**config.mk**
```make
export PLATFORM = sky130hd
export DESIGN_NAME = mux_channel_scanner
export DESIGN_NICKNAME = d
export VERILOG_FILES = /design/src/rtl/mux_scan_pkg.sv /design/src/rtl/mux_settle_timer.sv /design/src/rtl/mux_channel_scanner.sv
export SDC_FILE = /design/constraint.sdc
export NUM_CORES = 1
export LEC_CHECK = 0
export ABC_AREA = 1
export CAP_MARGIN = 20
export CELL_PAD_IN_SITES_DETAIL_PLACEMENT = 1
export CELL_PAD_IN_SITES_GLOBAL_PLACEMENT = 1
export CORE_ASPECT_RATIO = 0.75
export CORE_MARGIN = 1.5
export CORE_UTILIZATION = 35
export CTS_CLUSTER_SIZE = 24
export DETAILED_ROUTE_END_ITERATION = 8
export GPL_ROUTABILITY_DRIVEN = 1
export PLACE_DENSITY_LB_ADDON = 0.1
export SLEW_MARGIN = 20
export SYNTH_ARGS = -nofsm -noshare
export SYNTH_HDL_FRONTEND = slang
export SYNTH_SLANG_ARGS = --single-unit
```
**constraint.sdc**
```tcl
create_clock -name clk -period 1.3 [get_ports clk]
set_input_delay 0.39 -clock clk [delete_from_list [all_inputs] [get_ports clk]]
set_output_delay 0.39 -clock clk [all_outputs]
set_load 0.02 [all_outputs]
```
**src/rtl/mux_scan_pkg.sv**
```systemverilog
// Shared types and widths for the mux channel scanner.
// Optional MUX_SCAN_CONTINUOUS_EN makes the scanner restart after each accepted frame.
package mux_scan_pkg;

    localparam int NUM_CH = 4;
    localparam int CH_W   = 2;
    localparam int CNT_W  = 4;

    typedef enum logic [1:0] {
        ST_IDLE   = 2'd0,
        ST_SETTLE = 2'd1,
        ST_SAMPLE = 2'd2,
        ST_DONE   = 2'd3
    } state_t;

endpackage

```
**src/rtl/mux_settle_timer.sv**
```systemverilog
// Settle interval counter: clears on demand, counts while enabled,
// flags the last cycle of the interval.
module mux_settle_timer
    import mux_scan_pkg::*;
#(
    parameter int SETTLE_CYCLES = 2
) (
    input  logic clk,
    input  logic rst,
    input  logic i_clear,
    input  logic i_en,
    output logic o_done
);

    localparam logic [CNT_W-1:0] LP_TC = CNT_W'(SETTLE_CYCLES - 1);

    logic [CNT_W-1:0] r_cnt;

    always_ff @(posedge clk) begin
        if (rst || i_clear) begin
            r_cnt <= '0;
        end else if (i_en) begin
            r_cnt <= r_cnt + 1'b1;
        end
    end

    assign o_done = i_en && (r_cnt == LP_TC);

endmodule

```
**src/rtl/mux_channel_scanner.sv**
```systemverilog
// Steps a 4-to-1 mux through its channels and packs the samples into a frame.
// Define MUX_SCAN_CONTINUOUS_EN to rescan automatically after each accept.
module mux_channel_scanner
    import mux_scan_pkg::*;
#(
    parameter int SETTLE_CYCLES = 2
) (
    input  logic       clk,
    input  logic       rst,
    input  logic       start,
    input  logic       abort,
    input  logic       mux_out,
    output logic       s1,
    output logic       s0,
    output logic [3:0] frame,
    output logic       frame_valid,
    input  logic       frame_ready,
    output logic       busy
);

    state_t            r_state;
    state_t            w_next;
    logic [CH_W-1:0]   r_ch;
    logic [NUM_CH-2:0] r_shadow;
    logic [3:0]        r_frame;
    logic              r_fv;
    logic              w_accept;
    logic              w_tdone;
    logic              w_ten;
    logic              w_last;

    assign w_ten    = (r_state == ST_SETTLE);
    assign w_accept = r_fv && frame_ready;
    assign w_last   = (r_ch == CH_W'(NUM_CH - 1));

    mux_settle_timer #(
        .SETTLE_CYCLES (SETTLE_CYCLES)
    ) u_timer (
        .clk     (clk),
        .rst     (rst),
        .i_clear (!w_ten),
        .i_en    (w_ten),
        .o_done  (w_tdone)
    );

    always_comb begin
        w_next = r_state;
        unique case (r_state)
            ST_IDLE: begin
                if (start && !abort) w_next = ST_SETTLE;
            end
            ST_SETTLE: begin
                if (abort)        w_next = ST_IDLE;
                else if (w_tdone) w_next = ST_SAMPLE;
            end
            ST_SAMPLE: begin
                if (abort)       w_next = ST_IDLE;
                else if (w_last) w_next = ST_DONE;
                else             w_next = ST_SETTLE;
            end
            ST_DONE: begin
`ifdef MUX_SCAN_CONTINUOUS_EN
                if (w_accept) w_next = ST_SETTLE;
`else
                if (w_accept) w_next = ST_IDLE;
`endif
            end
            default: w_next = ST_IDLE;
        endcase
    end

    always_ff @(posedge clk) begin
        if (rst) begin
            r_state  <= ST_IDLE;
            r_ch     <= '0;
            r_shadow <= '0;
            r_frame  <= '0;
            r_fv     <= 1'b0;
        end else begin
            r_state <= w_next;
            unique case (r_state)
                ST_IDLE: begin
                    r_ch     <= '0;
                    r_shadow <= '0;
                end
                ST_SETTLE: begin
                    if (abort) begin
                        r_ch     <= '0;
                        r_shadow <= '0;
                    end
                end
                ST_SAMPLE: begin
                    if (abort) begin
                        r_ch     <= '0;
                        r_shadow <= '0;
                    end else if (w_last) begin
                        r_frame <= {mux_out, r_shadow};
                        r_fv    <= 1'b1;
                    end else begin
                        unique case (r_ch)
                            2'd0:    r_shadow[0] <= mux_out;
                            2'd1:    r_shadow[1] <= mux_out;
                            default: r_shadow[2] <= mux_out;
                        endcase
                        r_ch <= r_ch + 1'b1;
                    end
                end
                ST_DONE: begin
                    // abort is deliberately ignored here: the frame is owed downstream
                    if (w_accept) begin
                        r_fv     <= 1'b0;
                        r_ch     <= '0;
                        r_shadow <= '0;
                    end
                end
                default: ;
            endcase
        end
    end

    assign busy        = (r_state != ST_IDLE);
    assign s1          = busy && r_ch[1];
    assign s0          = busy && r_ch[0];
    assign frame       = r_frame;
    assign frame_valid = r_fv;

endmodule

```
After elaboration in Yosys (flattened, before gate mapping) --
Index checks and enable logic that the tools add are counted.
Operators by class: muxes and demuxes 23, equal/unequal tests 16, add/sub/neg operators 2, bitwise gates (word level) 1, reduce and logical (&&, ||, !) cells 20
Operators by type and width (count):
- $mux W2 | 9
- $pmux W2 S4 | 2
- $reduce_and A4 Y1 | 4
- $ne A3 B3 Y1 const B | 5
- $mux W3 | 4
- $pmux W3 S4 | 1
- $ne A2 B2 Y1 const B | 5
- $reduce_and A3 Y1 | 3
- $eq A2 B2 Y1 const B | 3
- $mux W1 | 6
- $logic_and A1 B1 Y1 | 5
- $add A4 B1 Y4 const B | 1
- $eq A2 B1 Y1 const B | 2
- $eq A4 B1 Y1 const B | 1
- $logic_not A2 Y1 | 2
- $reduce_bool A2 Y1 | 2
- $add A2 B1 Y2 const B | 1
- $logic_not A1 Y1 | 2
- $pmux W1 S2 | 1
- $reduce_or A2 Y1 | 1
- $logic_or A1 B1 Y1 | 1
- $not A1 Y1 | 1
Word-level totals: logic and storage cells 70, bits in registers 16, output and inout bits 8

Longest topological paths before layout --
depth in word-level cells 6, depth in mapped cells 9, depth with buffers taken out 9

Hierarchy --
From an unflattened synthesis, not the netlist that was laid out.
Unflattened totals: cell total of the unflattened synthesis 120, area, all modules 825.8 sq um
By module, submodules not included:
- mux_channel_scanner | area an instance 634.4 sq um, seq. area each 240.2 sq um, cells each 94, instances 1
- mux_settle_timer | area an instance 191.4 sq um, seq. area each 80.1 sq um, cells each 26, instances 1

Worst setup path before layout --
Ideal clock, no wire load.
path kind register -> output, start point register r_state[1], end point output port s0, path buffers 0, stages on the path, launching flop included 3, path slack 0.141 ns, required time 0.910 ns, data arrival time 0.769 ns, path through dfxtp_1 -> nor2_1 -> nor2_1
On the way: word-level cells in the longest chain between the ends 2
Ends and longest elaborated chain:
- start, declared | line mux_channel_scanner.sv:21 | state_t r_state;
- start signal, assigned | line mux_channel_scanner.sv:80 | r_state <= w_next;
- $reduce_bool A2 Y1 | line mux_channel_scanner.sv:121 | assign busy = (r_state != ST_IDLE);
- $logic_and A1 B1 Y1 | line mux_channel_scanner.sv:123 | assign s0 = busy && r_ch[0];
- end, declared | line mux_channel_scanner.sv:14 | output logic s0,
Every way passes these cells.

Worst setup path after layout --
start point register r_ch[0], end point register r_frame[3] (netlist: frame[3])
On the way: word-level cells in the longest chain between the ends 2
Ends and longest elaborated chain:
- start, declared | line mux_channel_scanner.sv:23 | logic [CH_W-1:0] r_ch;
- start signal, assigned | line mux_channel_scanner.sv:105 | r_ch <= r_ch + 1'b1;
- $eq A2 B2 Y1 | line mux_channel_scanner.sv:34 | assign w_last = (r_ch == CH_W'(NUM_CH - 1));
- $reduce_and A3 Y1 (no line)
- end signal, assigned | line mux_channel_scanner.sv:97 | r_frame <= {mux_out, r_shadow};
- end, declared | line mux_channel_scanner.sv:25 | logic [3:0] r_frame;
Every way passes these cells. A chain may end at the register's enable or synchronous reset.

==> flow_summary.html <==
<table>
<tr><th>Metric</th><th>Value</th></tr>
<tr><th colspan="2">Global route</th></tr>
<tr><td>Global-route wire length before repair</td><td>around 4 mm</td></tr>
<tr><td>Maximum number of pins on one net before global-route repair</td><td>11</td></tr>
<tr><td>Total routing usage reported by global routing</td><td>0.204</td></tr>
<tr><td>Overflow left after global routing</td><td>0</td></tr>
<tr><td>Via count of the first global-routing pass</td><td>between 800 and 900</td></tr>
<tr><td>Initial antenna violation count</td><td>0</td></tr>
<tr><th colspan="2">CTS</th></tr>
<tr><td>Source-to-sink clock delay at the later pin of the worst-skew pair</td><td>about 0.3 ns</td></tr>
<tr><td>CTS tree</td><td>yes</td></tr>
<tr><td>Largest buffer count on any clock path</td><td>2</td></tr>
<tr><td>Total clock buffers created by CTS</td><td>3</td></tr>
<tr><td>Buffer cell driving the clock tree root</td><td>clkbuf_4</td></tr>
<tr><td>Hold buffer count at cts</td><td>0</td></tr>
<tr><td>H-tree lvl count</td><td>1</td></tr>
<tr><td># clock sinks</td><td>16</td></tr>
<tr><td>Clock edge transition at the registers on the reported setup and hold paths</td><td>roughly 0.11 ns</td></tr>
<tr><th colspan="2">Worst setup path</th></tr>
<tr><td>Family of cells with the greatest summed delay on the critical path</td><td>flip-flops</td></tr>
<tr><td>Crit path kind</td><td>flop to flop</td></tr>
<tr><td>Peak per-stage delay on the critical path</td><td>a little under 0.4 ns</td></tr>
<tr><td>Category of the worst setup path capture point</td><td>flop</td></tr>
<tr><td>Crit path buf inv count</td><td>3</td></tr>
<tr><td>Worst path cell trace</td><td>buf_6 &gt; ha_4 &gt; nand2_2 &gt; inv_2 &gt; nand2_4 &gt; inv_1 &gt; nand2_1 &gt; a21oi_1</td></tr>
<tr><td>Highest net fanout along the worst path</td><td>6</td></tr>
<tr><td>Data arrival time of the critical path</td><td>between 1.5 and 2 ns</td></tr>
<tr><td>Worst path slowest cell</td><td>dfxtp_2</td></tr>
<tr><td>Critical Path Source Type</td><td>flop</td></tr>
<tr><td>Required time of the critical path</td><td>1.54 ns</td></tr>
<tr><th colspan="2">Detailed routing</th></tr>
<tr><td>Vias/cell</td><td>~5.2</td></tr>
<tr><td>Drt first-iter violations</td><td>18</td></tr>
<tr><td>DRC violations left</td><td>0</td></tr>
<tr><td>Vias</td><td>between 800 and 900</td></tr>
<tr><td>Length of the first detailed-routing pass in iterations</td><td>6</td></tr>
<tr><td>Wire length per cell after detailed routing</td><td>about 17 um</td></tr>
<tr><td>Final Routed Wirelength</td><td>between 2 and 3 mm</td></tr>
<tr><td>Post-detailed-route count of antenna-violating nets</td><td>0</td></tr>
<tr><th colspan="2">Logic synthesis</th></tr>
<tr><td>Yosys reg bits</td><td>16</td></tr>
<tr><td>Top post-synthesis cells by area</td><td>dfxtp_1 40%, nor2_1 12%, nand2_1 9.0%, ha_1 7.9%, nand3_1 5.7%</td></tr>
<tr><td>Warnings, synthesis</td><td>0</td></tr>
<tr><td>Area of the mapped netlist</td><td>about 790 um2</td></tr>
<tr><td>Fraction of synthesized cell area taken by the top area cell type</td><td>0.403</td></tr>
<tr><td>Distinct cells, synth</td><td>21</td></tr>
<tr><td>Post-Syn Nets</td><td>122</td></tr>
<tr><td>Sequential element share of the synthesized area</td><td>0.403</td></tr>
<tr><td>Synth Area per Inst</td><td>~7.2 um2</td></tr>
<tr><td>Library cell with the largest summed area after synthesis</td><td>dfxtp_1</td></tr>
<tr><td>Cell count after synthesis</td><td>between 100 and 150</td></tr>
<tr><th colspan="2">STA</th></tr>
<tr><td>Setup repair after global routing missed its margin</td><td>true</td></tr>
<tr><td>Final setup skew</td><td>approximately 0.012 ns</td></tr>
<tr><td>Worst-case hold slack</td><td>approximately 0.49 ns</td></tr>
<tr><td>Worst Slack Setup Final</td><td>-0.0837 ns</td></tr>
<tr><td>Worst slew margin relative to its limit</td><td>0.835</td></tr>
<tr><td>Final count of negative-setup-slack endpoints</td><td>9</td></tr>
<tr><td>Shortest clock period the worst path allows after layout</td><td>1.38 ns</td></tr>
<tr><td>Final count of hold timing violations</td><td>0</td></tr>
<tr><td>Final number of max-transition violations</td><td>0</td></tr>
<tr><td>Maximum clock rate</td><td>slightly above 700 MHz</td></tr>
<tr><td>Share of the clock period used by the worst path after layout</td><td>1.06</td></tr>
<tr><td>Slew at the pin closest to its max-slew limit</td><td>between 0.2 and 0.25 ns</td></tr>
<tr><th colspan="2">Die</th></tr>
<tr><td>Top Ports</td><td>14</td></tr>
<tr><td>Core Region</td><td>approximately 0.0021 mm2</td></tr>
<tr><td>Initial Util</td><td>0.384</td></tr>
<tr><td>Die outline height</td><td>between 40 and 50 um</td></tr>
<tr><td>Die width</td><td>between 50 and 60 um</td></tr>
<tr><td>Die Area</td><td>around 0.0026 mm2</td></tr>
<tr><td>Floorplan row count</td><td>14</td></tr>
<tr><th colspan="2">Pwr</th></tr>
<tr><td>Static leakage</td><td>between 0.0005 and 0.0006 uW</td></tr>
<tr><td>IR Drop Worst-Case VDD</td><td>roughly 0.43 mV</td></tr>
<tr><td>PD cells</td><td>around 820 mW/mm2</td></tr>
<tr><th colspan="2">Run status</th></tr>
<tr><td>Failing checks</td><td>negative setup slack</td></tr>
<tr><td>Outcome</td><td>complete, but fails checks</td></tr>
<tr><th colspan="2">Layout</th></tr>
<tr><td>N_diodes</td><td>0</td></tr>
<tr><td>Fraction of final layout cells sized beyond drive strength 1</td><td>0.435</td></tr>
<tr><td>Commonest cells after routing, fill and taps aside</td><td>21 x nor2_1, 17 x buf_4, 15 x nand2_1</td></tr>
<tr><td>Number of nets in the layout</td><td>between 150 and 200</td></tr>
<tr><td>Most common cell after layout, fill and taps aside</td><td>nor2_1</td></tr>
<tr><td>Layout Area Growth over Synthesis</td><td>53.2%</td></tr>
<tr><th colspan="2">Placed design</th></tr>
<tr><td>Port Buffer Count</td><td>13</td></tr>
<tr><td>Final Wtd Congestion</td><td>0.793</td></tr>
<tr><td>Post-place setup slack</td><td>-0.416 ns</td></tr>
<tr><td>Placed wire-length estimate after detailed placement</td><td>1.68 mm</td></tr>
<tr><th colspan="2">Min path</th></tr>
<tr><td>Type of the most critical hold path</td><td>flop to flop</td></tr>
<tr><th colspan="2">Job</th></tr>
<tr><td>Max capacitance violation total</td><td>0</td></tr>
</table>
## state kept, by name, summed over array words and instances (netlist names)
name / count
frame: 4
frame_valid: 1
r_ch: 2
r_shadow: 3
r_state: 2
u_timer.r_cnt: 4
## layout make-up
cell class	instances	area, um2
multi-input combinational	80	512
timing repair buffer	32	258
tap	24	30.0
inverter	15	56.3
clock buffer	4	36.3
sequential	16	325
fill	259	850
## path summary, 6_finish.rpt
path / end / slack (ns) / depth (start not counted) / startpoint
worst max register to register: frame[3] / -0.08 / 8 / r_ch[0]
worst max-delay path: frame[3] / -0.08 / 8 / r_ch[0]
worst min register to register: u_timer.r_cnt[0] / 0.49 / 1 / u_timer.r_cnt[0]
worst min-delay path: u_timer.r_cnt[0] / 0.49 / 1 / u_timer.r_cnt[0]
## synthesized netlist by cell type
library cell	n
nor2_4	1
xnor2_1	1
clkinv_1	1
a21oi_1	4
inv_2	2
dfxtp_1	16
nand3_1	9
a21oi_2	1
nor2_2	1
ha_1	5
o21ai_0	5
xor2_1	1
nand2_4	2
nor3_1	1
nand2_2	1
and3_1	1
nand2_1	19
o31ai_1	1
nor2_1	26
inv_1	12
o21ai_1	1
## per-layer routing
| metal | up-vias | wire length [um] | GRT usage |
|---|---|---|---|
| li1 | 418 | - | - |
| met1 | 434 | 1250 | 0.237 |
| met2 | 32 | 1470 | 0.377 |
| met3 | 13 | 127 | 0.0643 |
| met4 | 0 | 85 | 0.0372 |
| met5 | - | 0 | 0 |
## stage by stage
step                std cells  TNS [ns]   util  area [um2]  power [uW]
CTS                       168    -0.232  0.556        1150         976
finish                    171    -0.630  0.589        1220         999
detailed placement        161     -5.64  0.509        1050         625
global route              171     -1.20  0.589        1220        1030
global placement          161     -4.50  0.509        1050         622
floorplan                 111         0      -         795         567
## power breakdown
group	total, uW	internal, uW	switching, uW	leakage, uW
logic	137	60.3	76.6	0.000442
clock network	356	171	185	0.0000210
registers	506	499	7.29	0.000131
total	999	730	269	0.000594
## kinds of logic (layout without fill, tap and decap cells)
group / Yosys count / in the layout / synth area share
AO/OA/AOI/OAI: 12 / 12 / 0.0835
buffers and inverters: 15 / 51 / 0.0709
adder cells (fa/ha/maj): 5 / 5 / 0.0787
flip-flops: 16 / 16 / 0.403
XOR/XNOR: 2 / 2 / 0.0221
AND/OR/NAND/NOR: 61 / 61 / 0.342
## timing repair
item | CTS | global route
pin swaps | 13 | 12
resized for setup | 53 | 22
setup endpoints to repair | 18 | 15
endpoints found under the hold margin | 0 | 0
buffers inserted | 3 | 3
## worst reg2reg max path: cells and delay by family (launching register included)
kind / cells / cell delay, ns
DFF: 1 / 0.39
buffers and inverters: 3 / 0.39
and+or+nand+nor: 3 / 0.26
AOI/OAI and AO/OA: 1 / 0.15
adders and majority gates: 1 / 0.13
(Power assumes the default switching activity.)
